===== src/rtl/fwd_hazard_unit.sv =====
// fwd_hazard_unit: forwarding and load-use hazard unit for the 5-stage pipeline.
// Tracks in-flight destination records in a shift register and produces
// per-operand forward selects registered to line up with the EX stage.
//
// Optional build macro: FWD_HAZARD_MULDIV_EN adds a multi-cycle multiply
// busy tracker (port issue_is_mul, parameter MUL_LAT).
//
// Ports:
//   clk, rst_n      clock, asynchronous active-low reset
//   issue_valid     ID holds a real instruction
//   issue_regwrite  issuing instruction writes rd
//   issue_is_load   issuing instruction is a load
//   issue_rd        destination register of the issuing instruction
//   issue_src       source addresses, operand i at [i*ADDR_W +: ADDR_W]
//   issue_is_mul    (macro only) issuing instruction is a multiply
//   flush           kill the issuing instruction
//   stall           combinational; hold PC and IF/ID
//   fwd_sel         registered forward selects, operand i at [i*SEL_W +: SEL_W]
module fwd_hazard_unit #(
  parameter int NUM_SRC    = 2,
  parameter int ADDR_W     = 5,
  parameter int FWD_STAGES = 2,
`ifdef FWD_HAZARD_MULDIV_EN
  parameter int MUL_LAT    = 3,
`endif
  parameter int SEL_W      = $clog2(FWD_STAGES + 1)
) (
  input  logic                      clk,
  input  logic                      rst_n,
  input  logic                      issue_valid,
  input  logic                      issue_regwrite,
  input  logic                      issue_is_load,
  input  logic [ADDR_W-1:0]         issue_rd,
  input  logic [NUM_SRC*ADDR_W-1:0] issue_src,
`ifdef FWD_HAZARD_MULDIV_EN
  input  logic                      issue_is_mul,
`endif
  input  logic                      flush,
  output logic                      stall,
  output logic [NUM_SRC*SEL_W-1:0]  fwd_sel
);

  // The record that would sit at stage FWD_STAGES+1 can never produce a
  // forward, and is_load is only consulted at stage 1, so neither is stored.
  logic              rec_valid [1:FWD_STAGES];
  logic              rec_rw    [1:FWD_STAGES];
  logic [ADDR_W-1:0] rec_rd    [1:FWD_STAGES];
  logic              rec1_is_load;

  logic                     accept;
  logic                     load_use;
  logic                     mul_stall;
  logic [NUM_SRC*SEL_W-1:0] fwd_next;

  function automatic logic rec_match(input logic v, input logic rw,
                                     input logic [ADDR_W-1:0] rd,
                                     input logic [ADDR_W-1:0] src);
    return v && rw && (rd != '0) && (rd == src);
  endfunction

  always_comb begin
    load_use = 1'b0;
    for (int unsigned i = 0; i < NUM_SRC; i++) begin
      if (rec_match(rec_valid[1], rec_rw[1], rec_rd[1], issue_src[i*ADDR_W +: ADDR_W]))
        load_use = 1'b1;
    end
    load_use = load_use && rec1_is_load;
  end

  assign stall  = issue_valid && !flush && (load_use || mul_stall);
  assign accept = issue_valid && !stall && !flush;

  // Nearest stage wins: scan from stage 1 outward and keep the first hit.
  always_comb begin
    logic found;
    fwd_next = '0;
    found    = 1'b0;
    if (accept) begin
      for (int unsigned i = 0; i < NUM_SRC; i++) begin
        found = 1'b0;
        for (int unsigned k = 1; k <= FWD_STAGES; k++) begin
          if (!found && rec_match(rec_valid[k], rec_rw[k], rec_rd[k],
                                  issue_src[i*ADDR_W +: ADDR_W])) begin
            fwd_next[i*SEL_W +: SEL_W] = SEL_W'(k);
            found = 1'b1;
          end
        end
      end
    end
  end

  always_ff @(posedge clk or negedge rst_n) begin
    if (!rst_n) begin
      for (int unsigned k = 1; k <= FWD_STAGES; k++) begin
        rec_valid[k] <= 1'b0;
        rec_rw[k]    <= 1'b0;
        rec_rd[k]    <= '0;
      end
      rec1_is_load <= 1'b0;
      fwd_sel      <= '0;
    end else begin
      rec_valid[1] <= accept;
      rec_rw[1]    <= issue_regwrite;
      rec_rd[1]    <= issue_rd;
      rec1_is_load <= issue_is_load;
      for (int unsigned k = 2; k <= FWD_STAGES; k++) begin
        rec_valid[k] <= rec_valid[k-1];
        rec_rw[k]    <= rec_rw[k-1];
        rec_rd[k]    <= rec_rd[k-1];
      end
      fwd_sel <= fwd_next;
    end
  end

`ifdef FWD_HAZARD_MULDIV_EN
  localparam int CNT_W = $clog2(MUL_LAT);

  logic [CNT_W-1:0]  mul_cnt;
  logic [ADDR_W-1:0] mul_rd;
  logic              mul_hit;

  // While busy, a second mul or any read of the pending result must wait.
  always_comb begin
    mul_hit = issue_is_mul;
    for (int unsigned i = 0; i < NUM_SRC; i++) begin
      if ((mul_rd != '0) && (issue_src[i*ADDR_W +: ADDR_W] == mul_rd))
        mul_hit = 1'b1;
    end
  end

  assign mul_stall = (mul_cnt != '0) && mul_hit;

  always_ff @(posedge clk or negedge rst_n) begin
    if (!rst_n) begin
      mul_cnt <= '0;
      mul_rd  <= '0;
    end else if (accept && issue_is_mul) begin
      mul_cnt <= CNT_W'(MUL_LAT - 1);
      mul_rd  <= issue_rd;
    end else if (mul_cnt != '0) begin
      mul_cnt <= mul_cnt - 1'b1;
    end
  end
`else
  assign mul_stall = 1'b0;
`endif

endmodule

===== config.mk =====
export PLATFORM = sky130hd
export DESIGN_NAME = fwd_hazard_unit
export DESIGN_NICKNAME = d
export VERILOG_FILES = /design/src/rtl/fwd_hazard_unit.sv
export SDC_FILE = /design/constraint.sdc
export NUM_CORES = 1
export LEC_CHECK = 0
export ABC_AREA = 1
export ABC_CLOCK_PERIOD_IN_PS = 2400
export BUFFER_PORTS_ARGS = -buffer_cell sky130_fd_sc_hd__buf_2
export CAP_MARGIN = 15
export CORE_ASPECT_RATIO = 0.8
export CORE_UTILIZATION = 52
export CTS_BUF_LIST = sky130_fd_sc_hd__clkbuf_16
export CTS_CLUSTER_SIZE = 14
export DETAILED_ROUTE_END_ITERATION = 8
export GPL_TIMING_DRIVEN = 1
export PLACE_DENSITY = 0.82
export SLEW_MARGIN = 20
export SYNTH_ARGS = -nofsm -noshare
export SYNTH_HDL_FRONTEND = slang
export SYNTH_SLANG_ARGS = --single-unit

===== constraint.sdc =====
create_clock -name clk -period 2.4 [get_ports clk]
set_input_delay 0.36 -clock clk [delete_from_list [all_inputs] [get_ports clk]]
set_output_delay 0.36 -clock clk [all_outputs]
set_load 0.005 [all_outputs]

# == After elaboration in Yosys (flattened, before gate mapping) ==
# Index checks and enable logic that the tools add are counted.
# classes
n_lt_le_gt_ge,0
eq_ne,4
bitwise_logic,0
n_reduce_logical,21
muxes,10
n_addsub,0
div,0
shift,0
n_mul,0
# ops
cell,count
5-bit == test,4
1-bit logical AND,15
5-bit nonzero test,2
1-bit two-way mux,7
1-bit zero test,4
2-bit two-way mux,2
4-bit two-way mux,1
# word_totals
mem_bits_ro,0
elab_cells,43
memories,0
inputBits,21
latchBits,0
mem_bits_rw,0
regBits,19
output_inout_bits,5

# == Depth between registers and ports, before layout ==
# Gate-level depths: netlist of the first run.
# logic_depth
word_depth,15
depth_mapped,10

# == Worst setup path after synthesis of the first run ==
# No wires, ideal clock.
# synth_timing
path_kind,reg2out
start,register rec_rd[5] in the netlist's numbering
end,output port stall
path_buffers,0
t_arrival_ps,1022
required_time_ps,2040
path_stages_with_launch,8
slack_ps,1018
path_cell_list,dfrtp_1 xnor2_1 nand2_1 nor2_1 nand3_2 nand2_1 nand2_2 nor2_1
# synth_via
elab_chain_len,7
elab_cells_between_ends,10
# synth_lines
element,line,text
"start, declared",47,logic [ADDR_W-1:0] rec_rd [1:FWD_STAGES];
"start signal, assigned by index",109,rec_rd[k] <= rec_rd[k-1];
5-bit nonzero test,58,return v && rw && (rd != '0) && (rd == src);
1-bit logical AND (2 in a row),58,
1-bit two-way mux,64,"if (rec_match(rec_valid[1], rec_rw[1], rec_rd[1], issue_src[i*ADDR_W +: ADDR_W]))"
1-bit two-way mux (*),64,
1-bit logical AND (*),67,load_use = load_use && rec1_is_load;
1-bit logical AND (*),70,assign stall = issue_valid && !flush && (load_use || mul_stall);
"end, declared",39,"output logic stall,"
# Every way passes the cells marked *; elsewhere a longest branch is shown, timed or not.

# == Worst setup path in the final report of the first run ==
# Ends and elaborated chain as after synthesis.

==> flow_metrics.env, run 1 <==
export IMPL_status="completed"
export IMPL_placed_area_um2=995
export IMPL_ys_types=12
export IMPL_cts_sinks=19
export IMPL_critPathArrivalTime_ns=1.53
export IMPL_cts_tree="built"
export IMPL_cp_slowest_cell="dfrtp_1"
export IMPL_overflow=0
export IMPL_grt_pass1_vias=584
export IMPL_fp_dieW_um=47.0
export IMPL_start_util_pct=57.9
export IMPL_finalInstanceArea_um2=1080
export IMPL_synth_commonest_cells="dfrtp_1, xor2_1, nor2_1"
export IMPL_rsz0062_at_grt="no"
export IMPL_synth_area_um2=843
export IMPL_worst_pin_slew_ns=0.398
export IMPL_dp_hpwl_um=1130
export IMPL_leakagePower_nw=0.569
export IMPL_drt_iter0_drc=9
export IMPL_crit_end="stall"
export IMPL_row_count=12
export IMPL_ir_worst_vdd_v=0.000881
export IMPL_pin_count=26
export IMPL_synthAdderAreaFrac_pct=0
export IMPL_groute_usage_overall_pct=22.9
export IMPL_fin_skew_ns=0.00351
export IMPL_synth_xor_area_share_pct=19.7
export IMPL_synth_area_leader_cell="dfrtp_1"
export IMPL_path_clk_slew_ns=0.06
export IMPL_slew_violations=0
export IMPL_cts_buffer_depth=2
export IMPL_vias=621
export IMPL_path_class="flip-flop to output port"
export IMPL_clockRootBuffer="clkbuf_16"
export IMPL_synthSimpleGateAreaFrac_pct=19.4
export IMPL_setup_viol=0
export IMPL_place_ws_ns=0.818
export IMPL_worstPathMaxFanout=4
export IMPL_place_congestion=0.813
export IMPL_ys_warn_count=0
export IMPL_dr_pass1_iters=4
export IMPL_syn_nets=104
export IMPL_cts_resized=0
export IMPL_syn_avg_cell_area_um2=10.2
export IMPL_critical_path_cell_chain="xnor2_1, nand2_1, nor2_1, nand3_2, nand2_1, nand2_2, nor2_1, buf_2"
export IMPL_postCtsSetupBuffers=0
export IMPL_period_needed_ns=1.89
export IMPL_nets=134
export IMPL_relSlewSlack_pct=73.5
export IMPL_synth_compound_area_share_pct=0
export IMPL_fin_setup_tns_ns=0
export IMPL_synth_top_area_share_pct=56.4
export IMPL_synth_edf_count=0
export IMPL_syn_to_final_growth_pct=27.7
export IMPL_reg2reg_from="rec_rd[5]$_DFF_PN0_"
export IMPL_io_buffers=25
export IMPL_seq_area_frac_synth_pct=56.4
export IMPL_fin_hold_ws_ns=0.0279
export IMPL_crit_start="rec_rd[5]$_DFF_PN0_"
export IMPL_min_period_over_period_pct=78.8
export IMPL_routed_wl_um=1570
export IMPL_ant_nets=0
export IMPL_vias_per_cell=4.67
export IMPL_clock_latency_ns=0.25
export IMPL_synthMuxAreaShare_pct=0
export IMPL_required_ns=2.04
export IMPL_antenna_found_initial=0
export IMPL_final_hold_viol_count=0
export IMPL_dieArea_um2=1790
export IMPL_ys_ff_latch=19
export IMPL_yosysMostFrequentCell="dfrtp_1"
export IMPL_synth_ff_type="dfrtp_1"
export IMPL_worst_setup_path_start_kind="flip-flop"
export IMPL_synth_top_family_by_area="XOR/XNOR gates"
export IMPL_max_cap_violations=0
export IMPL_numCtsBuffers=3
export IMPL_worst_r2r_cell_count=8
export IMPL_wl_per_cell_um=11.8
export IMPL_drcViolationCount=0
export IMPL_ff2ff_setup_slack_ns=1.05
export IMPL_fmax_mhz=529
export IMPL_drive_above_1_share_pct=30.4
export IMPL_grt_max_degree=20
export IMPL_slowest_delay_ns=0.44
export IMPL_holdCritPathClass="input pin to async pin"
export IMPL_synth_area_leaders="dfrtp_1, xor2_1, nor2_1"
export IMPL_syn_inst=83
export IMPL_setup_ws_ns=0.509
export IMPL_async_flop_share_pct=100
export IMPL_coreArea_um2=1460
export IMPL_htreeDepth=1
export IMPL_die_h_um=38.0
export IMPL_power_density_nw_per_um2=706
export IMPL_critPathCaptureType="output port"
export IMPL_reg2reg_to="fwd_sel[3]$_DFF_PN0_"
export IMPL_antenna_cells=0
export IMPL_cts_hold_buf=0
export IMPL_grt_pass1_wl_um=2600
## cell type report
| class | instances | area [um^2] |
|---|---|---|
| Sequential cell | 19 | 475 |
| Inverter | 10 | 37.5 |
| Clock inverter | 1 | 7.51 |
| Timing Repair Buffer | 25 | 125 |
| Multi-Input combinational cell | 54 | 330 |
| Fill cell | 109 | 379 |
| Tap cell | 21 | 26.3 |
| Clock buffer | 3 | 75.1 |
## cell usage in the layout (no fill, tap or decap), drive strengths merged
| master | netlist | layout |
|---|---|---|
| buf | 0 | 25 |
| dfrtp | 19 | 19 |
| xor2 | 16 | 16 |
| nor2 | 12 | 12 |
| nand2 | 11 | 11 |
| inv | 10 | 10 |
| nand3 | 6 | 6 |
| nor3 | 5 | 5 |
| xnor2 | 3 | 3 |
| clkbuf | 0 | 3 |
| nand3b | 1 | 1 |
| clkinvlp | 0 | 1 |
## state kept, by name, summed over array words and instances, names as in the netlist
name,count
rec_rd,10
fwd_sel,4
rec_rw,2
rec_valid,2
rec1_is_load,1
## power by group
group / internal [W] / switching [W]
Sequential: 0.000334 / 0.0000137
Combinational: 0.0000324 / 0.0000365
Clock: 0.000225 / 0.000119
## kinds of logic after synthesis
group	count (synthesis)
simple gates	35
buf+inv	10
xor+xnor	19
flops	19
## per-stage QoR
stage                     utilization [%]  instances  power [W]
after global placement               68.3        129   0.000418
after CTS                            74.0        133   0.000770
final                                74.0        133   0.000760
after floorplan                         -         83   0.000386
after detailed placement             68.3        129   0.000420
after global routing                 74.0        133   0.000792
## worst max-delay path: cells and delay by family (launching register included)
| family | cells | cell delay [ns] |
|---|---|---|
| and+or+nand+nor | 6 | 0.52 |
| buffers and inverters | 1 | 0.11 |
| xor gates and xnor gates | 1 | 0.21 |
| DFF | 1 | 0.44 |
## routing by layer
layer	GRT usage, %	vias to the layer above	part of all wire, %
met5	0	-	0
met2	38.9	24	53
met1	25.9	282	40
li1	-	311	-
met4	8.57	0	1.8
met3	8.96	4	5.1
## worst min path at each step
stage / startpoint / to / slack, ns / cells after the start
after global placement: rst_n / fwd_sel[1]$_DFF_PN0_ / 0.31 / 1
after global routing: rst_n / fwd_sel[3]$_DFF_PN0_ / 0.06 / 1
after detailed placement: rst_n / fwd_sel[3]$_DFF_PN0_ / 0.32 / 1
final: rst_n / fwd_sel[3]$_DFF_PN0_ / 0.03 / 1
after floorplan: rst_n / fwd_sel[0]$_DFF_PN0_ / 0.06 / 0
after CTS: rst_n / fwd_sel[3]$_DFF_PN0_ / 0.05 / 1
No activity file was read; power rests on OpenSTA's default activity.
==> inputs of run 2 (changes only) <==
--- a/config.mk
+++ b/config.mk
@@ -6,16 +6,16 @@
 export NUM_CORES = 1
 export LEC_CHECK = 0
 export ABC_AREA = 1
-export ABC_CLOCK_PERIOD_IN_PS = 2400
+export ABC_CLOCK_PERIOD_IN_PS = 1830
 export BUFFER_PORTS_ARGS = -buffer_cell sky130_fd_sc_hd__buf_2
 export CAP_MARGIN = 15
 export CORE_ASPECT_RATIO = 0.8
-export CORE_UTILIZATION = 52
+export CORE_UTILIZATION = 48
 export CTS_BUF_LIST = sky130_fd_sc_hd__clkbuf_16
 export CTS_CLUSTER_SIZE = 14
 export DETAILED_ROUTE_END_ITERATION = 8
 export GPL_TIMING_DRIVEN = 1
-export PLACE_DENSITY = 0.82
+export PLACE_DENSITY = 0.77
 export SLEW_MARGIN = 20
 export SYNTH_ARGS = -nofsm -noshare
 export SYNTH_HDL_FRONTEND = slang
==> constraint.sdc (replaced) <==
create_clock -name clk -period 1.83 [get_ports clk]
set_input_delay 0.2745 -clock clk [delete_from_list [all_inputs] [get_ports clk]]
set_output_delay 0.2745 -clock clk [all_outputs]
set_load 0.005 [all_outputs]
==> run 2 against run 1 <==
Against the previous run:
- register-to-register slack lost 0.73 ns
- sequential share of layout area shrank 3.4 points
- flip-flop and latch count is the same
- highest routed layer unchanged
==> flow_metrics.env, run 2 (same netlist as run 1, synthesis figures left out) <==
export IMPL_setup_ws_ns=0.0170
export IMPL_required_ns=1.56
export IMPL_vias_per_cell=4.80
export IMPL_grt_max_degree=20
export IMPL_nFillCells=127
export IMPL_rsz0062_at_grt="yes"
export IMPL_start_util_pct=51.3
export IMPL_layout_commonest_cell="buf_2"
export IMPL_ant_nets=0
export IMPL_cp_buffers_inverters=2
export IMPL_max_cap_violations=0
export IMPL_slew_violations=0
export IMPL_top_regs="rec_rd: 10 flops, fwd_sel: 4 flops"
export IMPL_status="completed"
export IMPL_leakagePower_nw=0.617
export IMPL_clockRootBuffer="clkbuf_16"
export IMPL_critPathCaptureType="output port"
export IMPL_power_density_nw_per_um2=862
export IMPL_coreArea_um2=1640
export IMPL_worst_pin_slew_ns=0.403
export IMPL_drcViolationCount=0
export IMPL_syn_to_final_growth_pct=39.2
export IMPL_final_cell_mix="buf_2, dfrtp_1, xor2_1"
export IMPL_fp_dieW_um=48.9
export IMPL_grt_pass1_vias=549
export IMPL_cp_slowest_cell="dfrtp_2"
export IMPL_drive_above_1_share_pct=41.7
export IMPL_wl_per_cell_um=13.0
export IMPL_row_count=13
export IMPL_io_buffers=25
export IMPL_groute_usage_overall_pct=19.5
export IMPL_worstPathMaxFanout=4
export IMPL_path_clk_slew_ns=0.05
export IMPL_overflow=0
export IMPL_period_needed_ns=1.81
export IMPL_vias=682
export IMPL_dr_pass1_iters=4
export IMPL_cts_buffer_depth=2
export IMPL_regArea_um2=478
export IMPL_cts_sinks=19
export IMPL_dp_hpwl_um=1160
export IMPL_fmax_mhz=552
export IMPL_utilization_pct=71.4
export IMPL_setup_viol=0
export IMPL_min_period_over_period_pct=99.1
export IMPL_drt_iter0_drc=5
export IMPL_dieArea_um2=1930
export IMPL_antenna_cells=0
export IMPL_routed_wl_um=1850
export IMPL_holdCritPathClass="input pin to flip-flop"
export IMPL_crit_top_cell="nand2_2"
export IMPL_pin_count=26
export IMPL_place_ws_ns=0.333
export IMPL_cts_tree="built"
export IMPL_die_h_um=39.5
export IMPL_slowest_delay_ns=0.44
export IMPL_grt_pass1_wl_um=2470
export IMPL_largest_reg_flops=10
export IMPL_critPathArrivalTime_ns=1.54
export IMPL_path_delay_family="simple AND/OR/NAND/NOR gates"
export IMPL_nets=142
export IMPL_multiInputGateArea_um2=360
export IMPL_largest_register="rec_rd"
export IMPL_clock_latency_ns=0.25
export IMPL_htreeDepth=1
export IMPL_path_class="flip-flop to output port"
export IMPL_numCtsBuffers=3
export IMPL_critical_path_cell_chain="inv_2, nand2_2, nand2_1, nand2_1, nor2_1, nand3_2, nand2_2, nand2_2, nor2_1, buf_2"
export IMPL_final_hold_viol_count=0
export IMPL_relSlewSlack_pct=73.1
export IMPL_fin_skew_ns=0.00142
export IMPL_ir_worst_vdd_v=0.000704
export IMPL_antenna_found_initial=0
export IMPL_place_congestion=0.822
export IMPL_worst_setup_path_start_kind="flip-flop"
-- run 2: stage by stage --
step | cells | instance area [um^2] | TNS [ns] | hold WS, ns | total power [W]
final | 142 | 1170 | 0 | 0.128 | 0.00101
after CTS | 135 | 1090 | 0 | 0.124 | 0.00101
after detailed placement | 130 | 996 | 0 | 0.226 | 0.000552
after floorplan | 83 | 843 | 0 | -0.0211 | 0.000506
after global placement | 130 | 996 | 0 | 0.222 | 0.000549
after global routing | 142 | 1170 | -0.106 | 0.119 | 0.00105
-- run 2: worst paths after layout --
path	from	endpoint	slack, ns	cells after the start
max	rec_rd[6]$_DFF_PN0_	stall	0.02	10
min	issue_regwrite	rec_rw[1]$_DFF_PN0_	0.13	1
max reg2reg	rec_rd[5]$_DFF_PN0_	fwd_sel[3]$_DFF_PN0_	0.32	11
min reg2reg	rec_valid[1]$_DFF_PN0_	rec_valid[0]$_DFF_PN0_	0.38	0
max in group asynchronous	rst_n	rec_rd[5]$_DFF_PN0_	1.01	2
min in group asynchronous	rst_n	fwd_sel[1]$_DFF_PN0_	0.51	2
-- run 2: cell type report --
class / instances / area share, %
clock inverters: 1 / 0.640
inverters: 10 / 3.20
clock buffers: 3 / 6.40
repair buffers: 33 / 16.0
multi-input cells: 54 / 30.7
well taps: 22 / 2.35
flip-flops and latches: 19 / 40.7
-- run 2: repair_timing --
| action | CTS | global route |
|---|---|---|
| endpoints found under the setup margin | 0 | 1 |
| hold buffers | 1 | 0 |
| gates resized for setup | 0 | 9 |
| endpoints found under the hold margin | 19 | 0 |
| setup buffers | 0 | 7 |
-- run 2: where the power goes --
part,total [W],switching [W],internal (W)
Sequential,0.000457,0.0000193,0.000438
Combinational,0.000105,0.0000536,0.0000517
Clock,0.000449,0.000154,0.000295
-- run 2: per-layer routing --
metal  part of all wire (%)  wire length (um)  vias up  global-route usage, %
li1                       -                 -      324                      -
met1                     40               748      320                   22.0
met2                     51               940       29                   31.3
met3                    5.2                96        9                   5.81
met4                    3.6                66        0                   17.6
met5                      0                 0        -                      0
-- run 2: worst reg2reg max path, cell delays in order, from the launching register on --
cell	delay, ns
dfrtp_2	0.45
buf_4	0.15
nor2_1	0.08
nand3_1	0.07
nand2_1	0.07
inv_2	0.05
nand3_2	0.10
nand2_2	0.08
nand2_2	0.09
buf_4	0.11
nand2_2	0.08
nor2_1	0.11
==> inputs of run 3 (changes only) <==
--- a/config.mk
+++ b/config.mk
@@ -6,16 +6,17 @@
 export NUM_CORES = 1
 export LEC_CHECK = 0
 export ABC_AREA = 1
-export ABC_CLOCK_PERIOD_IN_PS = 1830
+export ABC_CLOCK_PERIOD_IN_PS = 2350
 export BUFFER_PORTS_ARGS = -buffer_cell sky130_fd_sc_hd__buf_2
 export CAP_MARGIN = 15
 export CORE_ASPECT_RATIO = 0.8
-export CORE_UTILIZATION = 48
+export CORE_MARGIN = 2
+export CORE_UTILIZATION = 52
 export CTS_BUF_LIST = sky130_fd_sc_hd__clkbuf_16
 export CTS_CLUSTER_SIZE = 14
 export DETAILED_ROUTE_END_ITERATION = 8
 export GPL_TIMING_DRIVEN = 1
-export PLACE_DENSITY = 0.77
+export PLACE_DENSITY = 0.82
 export SLEW_MARGIN = 20
 export SYNTH_ARGS = -nofsm -noshare
 export SYNTH_HDL_FRONTEND = slang
==> constraint.sdc (replaced) <==
create_clock -name clk -period 2.35 [get_ports clk]
set_input_delay 0.3525 -clock clk [delete_from_list [all_inputs] [get_ports clk]]
set_output_delay 0.3525 -clock clk [all_outputs]
set_load 0.005 [all_outputs]
==> run 3 against run 2 <==
Against the previous run:
- register-to-register slack improved by 0.68 ns
- critical endpoint unchanged
- sequential share of layout area increased by 3.4 points
- combinational power decreased by 32%
- largest power group unchanged
- sequential power decreased by 22%
- hold slack got worse by 0.099 ns
- first-iteration DRC count increased by 100%
- total power decreased by 23%
- final area decreased by 8.2%
- clock power decreased by 22%
- highest routed layer is now met3
- routed wire length decreased by 10%
- flip-flop and latch count unchanged
- final cell count decreased by 6.3%
==> flow_metrics.env, run 3 (same netlist as run 1, synthesis figures left out) <==
export IMPL_status="completed"
export IMPL_vias_per_cell=4.97
export IMPL_ir_worst_vdd_v=0.000630
export IMPL_fin_skew_ns=0.00114
export IMPL_cts_resized=0
export IMPL_cellInternalPower_w=0.000604
export IMPL_worst_setup_path_start_kind="flip-flop"
export IMPL_reg2reg_to="rec_valid[1]$_DFF_PN0_"
export IMPL_vias=661
export IMPL_clockRootBuffer="clkbuf_16"
export IMPL_cts_buffer_depth=2
export IMPL_htreeDepth=1
export IMPL_fp_dieW_um=49.0
export IMPL_holdCritPathClass="input pin to async pin"
export IMPL_routed_wl_um=1670
export IMPL_antenna_found_initial=0
export IMPL_start_util_pct=57.9
export IMPL_setup_viol=0
export IMPL_grt_pass1_wl_um=2750
export IMPL_power_total_w=0.000777
export IMPL_power_share_switching_pct=22.3
export IMPL_power_density_nw_per_um2=722
export IMPL_drcViolationCount=0
export IMPL_grt_pass1_vias=646
export IMPL_slew_violations=0
export IMPL_path_class="flip-flop to output port"
export IMPL_power_switching_w=0.000174
export IMPL_critPathArrivalTime_ns=1.55
export IMPL_largest_reg_flops=10
export IMPL_p_seq_share_pct=45.6
export IMPL_clock_latency_ns=0.25
export IMPL_cts_hold_buf=0
export IMPL_ff2ff_setup_slack_ns=1.00
export IMPL_grt_max_degree=20
export IMPL_dp_hpwl_um=1150
export IMPL_row_count=12
export IMPL_rsz0062_at_grt="no"
export IMPL_groute_usage_overall_pct=20.3
export IMPL_min_period_over_period_pct=80.8
export IMPL_nFillCells=114
export IMPL_dieArea_um2=1960
export IMPL_reg2reg_from="rec_rd[5]$_DFF_PN0_"
export IMPL_syn_to_final_growth_pct=27.7
export IMPL_place_congestion=0.823
export IMPL_ant_nets=0
export IMPL_path_clk_slew_ns=0.05
export IMPL_pin_count=26
export IMPL_overflow=0
export IMPL_required_ns=2.00
export IMPL_cts_tree="built"
export IMPL_leakagePower_nw=0.569
export IMPL_dr_pass1_iters=4
export IMPL_numCtsBuffers=3
export IMPL_layout_commonest_cell="buf_2"
export IMPL_max_cap_violations=0
export IMPL_cts_sinks=19
export IMPL_coreArea_um2=1460
export IMPL_critPathCaptureType="output port"
export IMPL_crit_end="stall"
export IMPL_fin_setup_tns_ns=0
export IMPL_postCtsSetupBuffers=0
export IMPL_power_share_clock_pct=45.1
export IMPL_io_buffers=25
export IMPL_relSlewSlack_pct=72.6
export IMPL_largest_register="rec_rd"
export IMPL_drt_iter0_drc=10
export IMPL_top_regs="rec_rd: 10 flops, fwd_sel: 4 flops"
export IMPL_period_needed_ns=1.90
export IMPL_final_cell_mix="buf_2, dfrtp_1, xor2_1"
export IMPL_wl_per_cell_um=12.5
export IMPL_crit_start="rec_rd[5]$_DFF_PN0_"
export IMPL_die_h_um=40.0
export IMPL_fin_hold_ws_ns=0.0283
export IMPL_worst_r2r_cell_count=8
export IMPL_worst_pin_slew_ns=0.411
export IMPL_final_hold_viol_count=0
export IMPL_antenna_cells=0
export IMPL_worstPathMaxFanout=4
export IMPL_nets=134
export IMPL_drive_above_1_share_pct=30.4
export IMPL_comb_power_share_pct=9.3
export IMPL_fmax_mhz=527
-- run 3: worst max-delay path, cell delays in order, from the launching register on --
cell	delay (ns)
dfrtp_1	0.43
xnor2_1	0.20
nand2_1	0.08
nor2_1	0.12
nand3_2	0.10
nand2_1	0.09
nand2_2	0.06
nor2_1	0.09
buf_2	0.12
-- run 3: metrics by stage --
| step | util, % | instance area, um^2 | instances | worst slack (ns) |
|---|---|---|---|---|
| floorplan | - | 843 | 83 | 0.976 |
| global placement | 68.3 | 995 | 129 | 0.797 |
| detailed placement | 68.3 | 995 | 129 | 0.744 |
| CTS | 74.0 | 1080 | 133 | 0.454 |
| global route | 74.0 | 1080 | 133 | 0.331 |
| finish | 74.0 | 1080 | 133 | 0.452 |
-- run 3: how the worst min path moves through the flow --
stage,start,to,slack (ns)
final,rst_n,fwd_sel[1]$_DFF_PN0_,0.03
after global routing,rst_n,rec_rd[1]$_DFF_PN0_,0.06
after CTS,rst_n,rec_rd[1]$_DFF_PN0_,0.04
after detailed placement,rst_n,fwd_sel[1]$_DFF_PN0_,0.31
after global placement,rst_n,fwd_sel[1]$_DFF_PN0_,0.30
after floorplan,rst_n,fwd_sel[0]$_DFF_PN0_,0.06
-- run 3: cell type report --
class / instances / area, um^2 / share of cell area, %
inverter: 10 / 37.5 / 3.48
clock buffer: 3 / 75.1 / 6.97
timing repair buffer: 25 / 125 / 11.6
tap: 21 / 26.3 / 2.44
sequential: 19 / 475 / 44.1
multi-input combinational: 54 / 330 / 30.7
clock inverter: 1 / 7.51 / 0.697
-- run 3: power groups by stage --
stage               Clock [W]  Combinational, W  Sequential [W]
floorplan                   0         0.0000370        0.000357
global placement            0         0.0000679        0.000359
detailed placement          0         0.0000703        0.000360
CTS                  0.000361         0.0000728        0.000354
global route         0.000373         0.0000814        0.000356
finish               0.000351         0.0000719        0.000355
-- run 3: routing by layer --
layer  GRT usage (%)  wire length (um)  vias up
met1            22.3               689      322
met2            37.3               845       28
met5               0                 0        -
li1                -                 -      311
met3            7.46               129        0
met4            8.57                 0        0
